<file path="src/rtl/arc_mem_pkg.sv">
// Shared definitions for the ARC main-memory bus controller: word size,
// default geometry, FSM state encoding and the request address check.
package arc_mem_pkg;

    localparam int unsigned ARC_WORD        = 32;
    localparam int unsigned DEF_AW          = 10;
    localparam int unsigned DEF_WAIT_CYCLES = 2;

    typedef enum logic [1:0] {
        ST_IDLE   = 2'd0,
        ST_ACCESS = 2'd1,
        ST_DONE   = 2'd2,
        ST_FAULT  = 2'd3
    } mm_state_t;

    // A byte address is unusable when it is not word aligned or lies beyond 2**aw words.
    function automatic logic addr_fault(input logic [31:0] addr, input int unsigned aw);
        return (addr[1:0] != 2'b00) || ((addr >> (aw + 2)) != 32'd0);
    endfunction

endpackage

</file>
<file path="src/rtl/mm_wait_counter.sv">
// 4-bit loadable down-counter that paces the SRAM wait states; saturates at zero.
module mm_wait_counter (
    input  logic       clk,
    input  logic       rst,
    input  logic       load,
    input  logic [3:0] load_val,
    input  logic       dec,
    output logic       zero
);

    logic [3:0] count;

    always_ff @(posedge clk or posedge rst) begin
        if (rst) begin
            count <= '0;
        end else if (load) begin
            count <= load_val;
        end else if (dec && (count != '0)) begin
            count <= count - 4'd1;
        end
    end

    assign zero = (count == '0);

endmodule

</file>
<file path="src/rtl/mm_bus_ctrl.sv">
// Memory bus controller: turns held rd/wr strobes into a fixed-latency access
// on a synchronous word SRAM and answers with a one-cycle ack (plus err on faults).
module mm_bus_ctrl
    import arc_mem_pkg::*;
#(
    parameter int unsigned AW          = DEF_AW,
    parameter int unsigned DW          = ARC_WORD,
    parameter int unsigned WAIT_CYCLES = DEF_WAIT_CYCLES
) (
    input  logic          clk,
    input  logic          rst,
    input  logic          rd,
    input  logic          wr,
    input  logic [31:0]   address,
    input  logic [DW-1:0] data_in,
    output logic [DW-1:0] data_out,
    output logic          ack,
    output logic          err,
    output logic          mem_en,
    output logic          mem_we,
    output logic [AW-1:0] mem_addr,
    output logic [DW-1:0] mem_wdata,
    input  logic [DW-1:0] mem_rdata
);

    mm_state_t state;
    logic      dir_wr;
    logic      req;
    logic      bad_req;
    logic      accept;
    logic      cnt_zero;

    assign req     = rd || wr;
    assign bad_req = (rd && wr) || addr_fault(address, AW);
    assign accept  = (state == ST_IDLE) && req && !bad_req;

    mm_wait_counter u_wait (
        .clk      (clk),
        .rst      (rst),
        .load     (accept),
        .load_val (4'(WAIT_CYCLES)),
        .dec      (state == ST_ACCESS),
        .zero     (cnt_zero)
    );

    // mem_addr/mem_wdata double as the request latches, so later bus changes are ignored.
    always_ff @(posedge clk or posedge rst) begin
        if (rst) begin
            state     <= ST_IDLE;
            ack       <= 1'b0;
            err       <= 1'b0;
            mem_en    <= 1'b0;
            mem_we    <= 1'b0;
            mem_addr  <= '0;
            mem_wdata <= '0;
            dir_wr    <= 1'b0;
            data_out  <= '0;
        end else begin
            ack <= 1'b0;
            err <= 1'b0;
            case (state)
                ST_IDLE: begin
                    if (req && bad_req) begin
                        state <= ST_FAULT;
                        ack   <= 1'b1;
                        err   <= 1'b1;
                    end else if (req) begin
                        state     <= ST_ACCESS;
                        mem_en    <= 1'b1;
                        mem_we    <= wr;
                        mem_addr  <= address[AW+1:2];
                        mem_wdata <= data_in;
                        dir_wr    <= wr;
                    end
                end
                ST_ACCESS: begin
                    if (cnt_zero) begin
                        state  <= ST_DONE;
                        ack    <= 1'b1;
                        mem_en <= 1'b0;
                        mem_we <= 1'b0;
                        if (!dir_wr) begin
                            data_out <= mem_rdata;
                        end
                    end
                end
                ST_DONE:  state <= ST_IDLE;
                ST_FAULT: state <= ST_IDLE;
                default:  state <= ST_IDLE;
            endcase
        end
    end

endmodule

</file>
<file path="config.mk">
export PLATFORM = sky130hd
export DESIGN_NAME = mm_bus_ctrl
export DESIGN_NICKNAME = d
export VERILOG_FILES = /design/src/rtl/arc_mem_pkg.sv /design/src/rtl/mm_wait_counter.sv /design/src/rtl/mm_bus_ctrl.sv
export SDC_FILE = /design/constraint.sdc
export NUM_CORES = 1
export LEC_CHECK = 0
export CORE_MARGIN = 3
export CORE_UTILIZATION = 31
export DETAILED_ROUTE_END_ITERATION = 7
export DONT_BUFFER_PORTS = 1
export PLACE_DENSITY = 0.54
export RECOVER_POWER = 100
export SYNTH_ARGS = -nofsm -noshare
export SYNTH_HDL_FRONTEND = slang
export SYNTH_SLANG_ARGS = --single-unit
</file>
<file path="constraint.sdc">
create_clock -name clk -period 7.4 [get_ports clk]
set_input_delay 0.74 -clock clk [delete_from_list [all_inputs] [get_ports clk]]
set_output_delay 0.74 -clock clk [all_outputs]
set_load 0.02 [all_outputs]
</file>
Word-level counts from Yosys, hierarchy flattened
Cells that the tools add are included.
{"block": "word_totals", "input_bits": 100, "wordCells": 58, "register_bits": 85}
{"block": "classes", "add_sub_neg": 1, "n_bitwise": 2, "n_eq_ne": 7, "muxes": 17, "reduce_logical": 21}
{"cell": "nonzero test 32 bit", "n": 1}
{"cell": "2-to-1 mux 1 bit", "n": 8}
{"cell": "2-to-1 mux 4 bit", "n": 2}
{"cell": "2-to-1 mux 2 bit", "n": 3}
{"cell": "!= test 2 bit (second input constant)", "n": 3}
{"cell": "one-hot mux 1 bit (2 select lines)", "n": 3}
{"cell": "one-hot mux 2 bit (3 select lines)", "n": 1}
{"cell": "AND reduction 3 bit", "n": 2}
{"cell": "nonzero test 2 bit", "n": 3}
{"cell": "logical AND 1 bit", "n": 5}
{"cell": "equality test 2 bit (second input constant)", "n": 2}
{"cell": "zero test 4 bit", "n": 1}
{"cell": "AND reduction 4 bit", "n": 1}
{"cell": "nonzero test 4 bit", "n": 1}
{"cell": "subtractor 4 x 1 -> 4 bit (second input constant)", "n": 1}
{"cell": "logical OR 1 bit", "n": 3}
{"cell": "!= test 3 x 2 -> 1 bit (second input constant)", "n": 1}
{"cell": "equality test 2 x 1 -> 1 bit (second input constant)", "n": 1}
{"cell": "zero test 2 bit", "n": 1}
{"cell": "inverter 1 bit", "n": 2}
{"cell": "AND reduction 2 bit", "n": 1}
{"cell": "OR reduction 2 bit", "n": 1}
{"cell": "zero test 1 bit", "n": 1}

Depth between registers and ports, before layout
{"block": "logic_depth", "depth_word": 6, "depth_mapped": 7}

By module
Synthesis repeated with hierarchy kept, for this count alone.
{"block": "hier_totals", "cells_unflattened": 219, "area_unflattened_um2": 3379.5}
{"mod": "mm_bus_ctrl", "seq_area_each_um2": 2026.9, "cells_each": 191, "instances": 1, "area_each_um2": 3118.0}
{"mod": "mm_wait_counter", "seq_area_each_um2": 100.1, "cells_each": 28, "instances": 1, "area_each_um2": 261.5}

Worst setup path after synthesis
OpenSTA, ideal clock, no wires.
{"block": "synth_timing", "path_kind": "input to register", "startpoint": "input port address[31]", "endpoint": "register mem_addr[9]", "path_stages": 6, "t_arrival_ns": 2.031, "setup_ns": 0.127, "setup_slack_ns": 5.242, "path_cell_list": "nor4_1 -> nand4_1 -> nor3_2 -> buf_4 -> buf_6 -> mux2_1"}
{"block": "synth_between", "elab_chain_cells": 6}
{"element": "start: declaration", "line": "mm_bus_ctrl.sv:14", "rtl": "input logic [31:0] address,"}
{"element": "nonzero test 32 bit", "line": "arc_mem_pkg.sv:18", "rtl": "return (addr[1:0] != 2'b00) || ((addr >> (aw + 2)) != 32'd0);"}
{"element": "logical OR 1 bit", "line": "arc_mem_pkg.sv:18"}
{"element": "logical OR 1 bit", "line": "mm_bus_ctrl.sv:34", "rtl": "assign bad_req = (rd && wr) || addr_fault(address, AW);"}
{"element": "logical AND 1 bit", "line": "mm_bus_ctrl.sv:63", "rtl": "if (req && bad_req) begin"}
{"element": "inverter 1 bit (no source line)"}
{"element": "AND reduction 3 bit (no source line)"}
{"element": "end signal: assignment", "line": "mm_bus_ctrl.sv:71", "rtl": "mem_addr <= address[AW+1:2];"}
{"element": "end: declaration", "line": "mm_bus_ctrl.sv:21", "rtl": "output logic [AW-1:0] mem_addr,"}
No other way between the ends.
A chain may end at the register's enable or synchronous reset.

Final worst setup path
{"block": "layout_timing", "startpoint": "input port address[31]", "endpoint": "register mem_wdata[11]"}
{"block": "layout_between", "elab_chain_cells": 6}
{"element": "nonzero test 32 bit", "line": "arc_mem_pkg.sv:18"}
{"element": "logical OR 1 bit", "line": "arc_mem_pkg.sv:18"}
{"element": "logical OR 1 bit", "line": "mm_bus_ctrl.sv:34"}
{"element": "logical AND 1 bit", "line": "mm_bus_ctrl.sv:63"}
{"element": "inverter 1 bit (no source line)"}
{"element": "AND reduction 3 bit (no source line)"}
{"element": "end signal: assignment", "line": "mm_bus_ctrl.sv:72", "rtl": "mem_wdata <= data_in;"}
{"element": "end: declaration", "line": "mm_bus_ctrl.sv:22", "rtl": "output logic [DW-1:0] mem_wdata,"}
No other way between the ends.

==> Implementation_results.wiki <==
{| class="wikitable"
! Metric !! Value
|-
| Power density of the placed cells || 345.8 nW/µm²
|-
| Number of maximum-capacitance constraint violations || 2
|-
| Via count of the first global-routing pass || 1980
|-
| Remaining antenna violation count || 0
|-
| Half-perimeter wire length after placement || 4.857 mm
|-
| Unique masters post-synth || 27
|-
| Post-CTS clock slew at the launch and capture registers of the worst setup and hold paths || 0.09 ns
|-
| XOR/XNOR Fraction of Synth Area || 0.007982
|-
| Input/output buffers || 0
|-
| Fraction of final layout cells with drive strength greater than 1 || 0.4081
|-
| Final period util || 0.5760
|-
| Hold violation count in the final report || 0
|-
| Clock Tree Root || sky130_fd_sc_hd__clkbuf_8
|-
| Number of antenna violations at the first check in global routing || 1
|-
| Simple logic cell fraction of the synthesized area || 0.04751
|-
| Tightest Pin Transition || 2.940 ns
|-
| Hold crit path type || input pin to flip-flop
|-
| Worst path required time || 7.63 ns
|-
| Startpoint types || input pin
|-
| Worst stage delay on the critical path || 2.28 ns
|-
| Number of buffers created by CTS || 9
|-
| Core box area || 10040 µm²
|-
| Total number of yosys warnings || 0
|-
| Setup repair after global routing missed its margin || false
|-
| Horizontal extent of the die || 109.1 µm
|-
| Adder and majority gate portion of the synthesized area || 0.007602
|-
| Cell leakage power || 1.707 nW
|-
| Number of design rule violations left after detail routing || 0
|-
| Classification of the worst setup path || input pin to flip-flop
|-
| Remaining global-route overflow || 0
|-
| Crit-path leading delay family || simple AND/OR/NAND/NOR gates
|-
| Slew Viols, Final || 57
|-
| Routed via count divided by cell count || 4.863
|-
| Fill count || 989
|-
| Fin Clk Skew || 0.008231 ns
|-
| Met2 capacity usage during global routing || 0.1842
|-
| Sequential cell area fraction in the yosys report || 0.6461
|-
| GP Congestion || 0.6730
|-
| Top Usage Layer GRT || met2
|-
| Post-Route Utilization || 0.3609
|-
| Critical path buffers and inverters || 1
|-
| Outcome || finished, violations left
|-
| Fraction of met3 tracks used by global routing || 0.05980
|-
| Number of rows in the core area || 36
|-
| Maximum number of pins on one net before global-route repair || 86
|-
| Longest Clk Path Bufs || 2
|-
| Achievable Freq || 0.2346 GHz
|-
| Kind of end point of the critical path || flip-flop
|-
| TritonCTS clock tree || done
|-
| Post-synthesis average cell area || 15.53 µm²
|-
| DRT iter0 DRCs || 76
|-
| Final net count || 320
|-
| Number of sinks driven by the clock tree || 85
|-
| Failing checks || max-capacitance violations, max-slew violations
|-
| Starting utilization of the core area || 0.3277
|-
| CTS H-Tree Depth || 3
|-
| Highest fanout seen on the critical path || 27
|-
| Detailed-route via count || 1736
|-
| P&R area growth vs syn || 10.11%
|-
| Arrival time reported for the critical path endpoint || 4.49 ns
|-
| Multiplexer fraction of the synthesized cell area || 0.2596
|-
| Number of hold buffers added after cts || 0
|-
| Gates resized, CTS repair || 0
|-
| Vertical die dimension || 109.1 µm
|-
| Net count of the mapped netlist || 314
|-
| Routed length per instance || 18.84 µm
|-
| Final Setup Violations || 0
|-
| Compound-gate portion of the synthesized area || 0.01064
|-
| Main combinational cell family by area after synthesis || multiplexers
|-
| Final Routed Wirelength || 6.726 mm
|-
| Setup repair bufs after CTS || 0
|-
| Detailed Routing Iterations Pass 1 || 4
|-
| Max-slew headroom at the worst pin || -0.9754
|-
| Yosys reg bits || 85
|-
| Cell type of the slowest stage on the worst timing path || sky130_fd_sc_hd__nor3_1
|-
| Clock insertion delay at the later pin of the skew report || 0.34 ns
|-
| Cell area after synthesis || 3292 µm²
|-
| Mapped Cells || 212
|-
| Total global-route track usage || 0.1099
|-
| Met1 GRT Util || 0.1084
|-
| Wire length of the first global-routing pass || 9.832 mm
|-
| Min Tclk post-route || 4.263 ns
|-
| Die area || 11890 µm²
|-
| Cells traversed along the worst timing path || nor4_1 -> nand4_1 -> nor3_1 -> buf_4 -> mux2_2
|-
| IR Drop Worst-Case VDD || 0.0001234 V
|-
| TNS Setup || 0 ns
|-
| Io pins || 178
|}
==> path summary, 6_finish.rpt <==
| path | start | end | slack (ns) | depth (start not counted) |
|---|---|---|---|---|
| worst max-delay path | address[31] | mem_wdata[11] | 3.14 | 5 |
| worst min-delay path | wr | mem_we | 0.52 | 2 |
| worst max register to register | state[0] | mem_wdata[11] | 3.40 | 5 |
| worst min register to register | dir_wr | dir_wr | 0.55 | 1 |
| max in group asynchronous | rst | u_wait.count[0] | 6.10 | 2 |
| min in group asynchronous | rst | data_out[25] | 0.63 | 2 |
==> kinds of logic (layout without fill, tap and decap cells) <==
family | Yosys count | in the layout
flops | 85 | 85
compound gates | 6 | 6
simple gates | 29 | 29
fa+ha+maj | 2 | 2
buf+inv | 11 | 22
xor+xnor | 3 | 3
other cells | 0 | 1
mux | 76 | 76
==> cell type report <==
cell class                      instances  area [µm²]  area share
Multi-Input combinational cell        116        1090      0.3007
Timing Repair Buffer                    3       18.77    0.005178
Inverter                                3       12.51    0.003452
Sequential cell                        85        2127      0.5868
Clock buffer                           10       137.6     0.03797
Tap cell                              133       166.4     0.04591
Clock inverter                          6       70.07     0.01933
Antenna cell                            1       2.502   0.0006904
==> sequential cells by signal, summed over array words and instances, names as in the netlist <==
| register | cells |
|---|---|
| data_out | 32 |
| mem_en | 1 |
| u_wait.count | 4 |
| mem_we | 1 |
| dir_wr | 1 |
| state | 2 |
| mem_addr | 10 |
| mem_wdata | 32 |
| err | 1 |
| ack | 1 |
==> report_power, final <==
part	internal, W	leakage, nW	switching [W]
Sequential	0.000565	1.13	0.000173
Combinational	0.000103	0.483	0.0000769
Clock	0.000168	0.0955	0.000169
==> Yosys cell counts <==
cell,number,area share
sky130_fd_sc_hd__o21ai_1,1,0.0015
sky130_fd_sc_hd__mux2_1,5,0.017
sky130_fd_sc_hd__nor3_1,2,0.0030
sky130_fd_sc_hd__nor3_2,1,0.0030
sky130_fd_sc_hd__xor2_1,2,0.0053
sky130_fd_sc_hd__mux2i_1,1,0.0030
sky130_fd_sc_hd__buf_4,4,0.0091
sky130_fd_sc_hd__inv_1,3,0.0034
sky130_fd_sc_hd__buf_6,1,0.0034
sky130_fd_sc_hd__nor2_1,9,0.010
sky130_fd_sc_hd__nand4_1,1,0.0019
sky130_fd_sc_hd__a21o_1,1,0.0023
sky130_fd_sc_hd__nand2b_1,1,0.0019
sky130_fd_sc_hd__buf_2,3,0.0046
sky130_fd_sc_hd__nand2_1,4,0.0046
sky130_fd_sc_hd__xnor2_1,1,0.0027
sky130_fd_sc_hd__a211oi_1,1,0.0023
sky130_fd_sc_hd__o21ai_0,3,0.0046
sky130_fd_sc_hd__nor2b_1,1,0.0019
sky130_fd_sc_hd__nand3_1,2,0.0030
sky130_fd_sc_hd__ha_1,2,0.0076
sky130_fd_sc_hd__mux2_2,70,0.24
sky130_fd_sc_hd__or3b_2,1,0.0027
sky130_fd_sc_hd__dfrtp_1,85,0.65
sky130_fd_sc_hd__nor4_1,5,0.0095
sky130_fd_sc_hd__nor3b_2,1,0.0038
sky130_fd_sc_hd__or3_1,1,0.0019
==> worst register-to-register path: stages (launching register included) <==
cell and delay [ns]:
sky130_fd_sc_hd__dfrtp_1 0.39, sky130_fd_sc_hd__nor2_1 0.10, sky130_fd_sc_hd__o21ai_1 0.13, sky130_fd_sc_hd__nor3_1 2.26, sky130_fd_sc_hd__buf_4 0.61, sky130_fd_sc_hd__mux2_2 0.39
==> cells in the final DEF (no fill, tap or decap), types with 3 or more instances in the layout <==
master	count
sky130_fd_sc_hd__o21ai_0	3
sky130_fd_sc_hd__mux2_1	5
sky130_fd_sc_hd__nand2_1	4
sky130_fd_sc_hd__clkinvlp_4	3
sky130_fd_sc_hd__nor2_1	8
sky130_fd_sc_hd__nor3_1	3
sky130_fd_sc_hd__nor4_1	5
sky130_fd_sc_hd__clkbuf_8	10
sky130_fd_sc_hd__mux2_2	70
sky130_fd_sc_hd__dfrtp_1	85
==> per-stage QoR <==
stage,hold slack (ns),power (W),setup WS (ns),cells,cell area [µm²]
after floorplan,0.4813,0.0008872,4.467,212,3292
after global placement,0.5162,0.0009284,4.186,340,3435
after detailed placement,0.5408,0.0009371,4.103,340,3435
after CTS,0.4973,0.001285,4.496,356,3642
after global routing,0.4933,0.001334,2.649,357,3625
final,0.5246,0.001254,3.137,357,3625
==> metal layers <==
layer | vias to the layer above | routed length (µm)
li1 | 764 | -
met1 | 839 | 2379
met2 | 120 | 3310
met3 | 13 | 909
met4 | 0 | 127
met5 | - | 0
(Power assumes the default switching activity.)
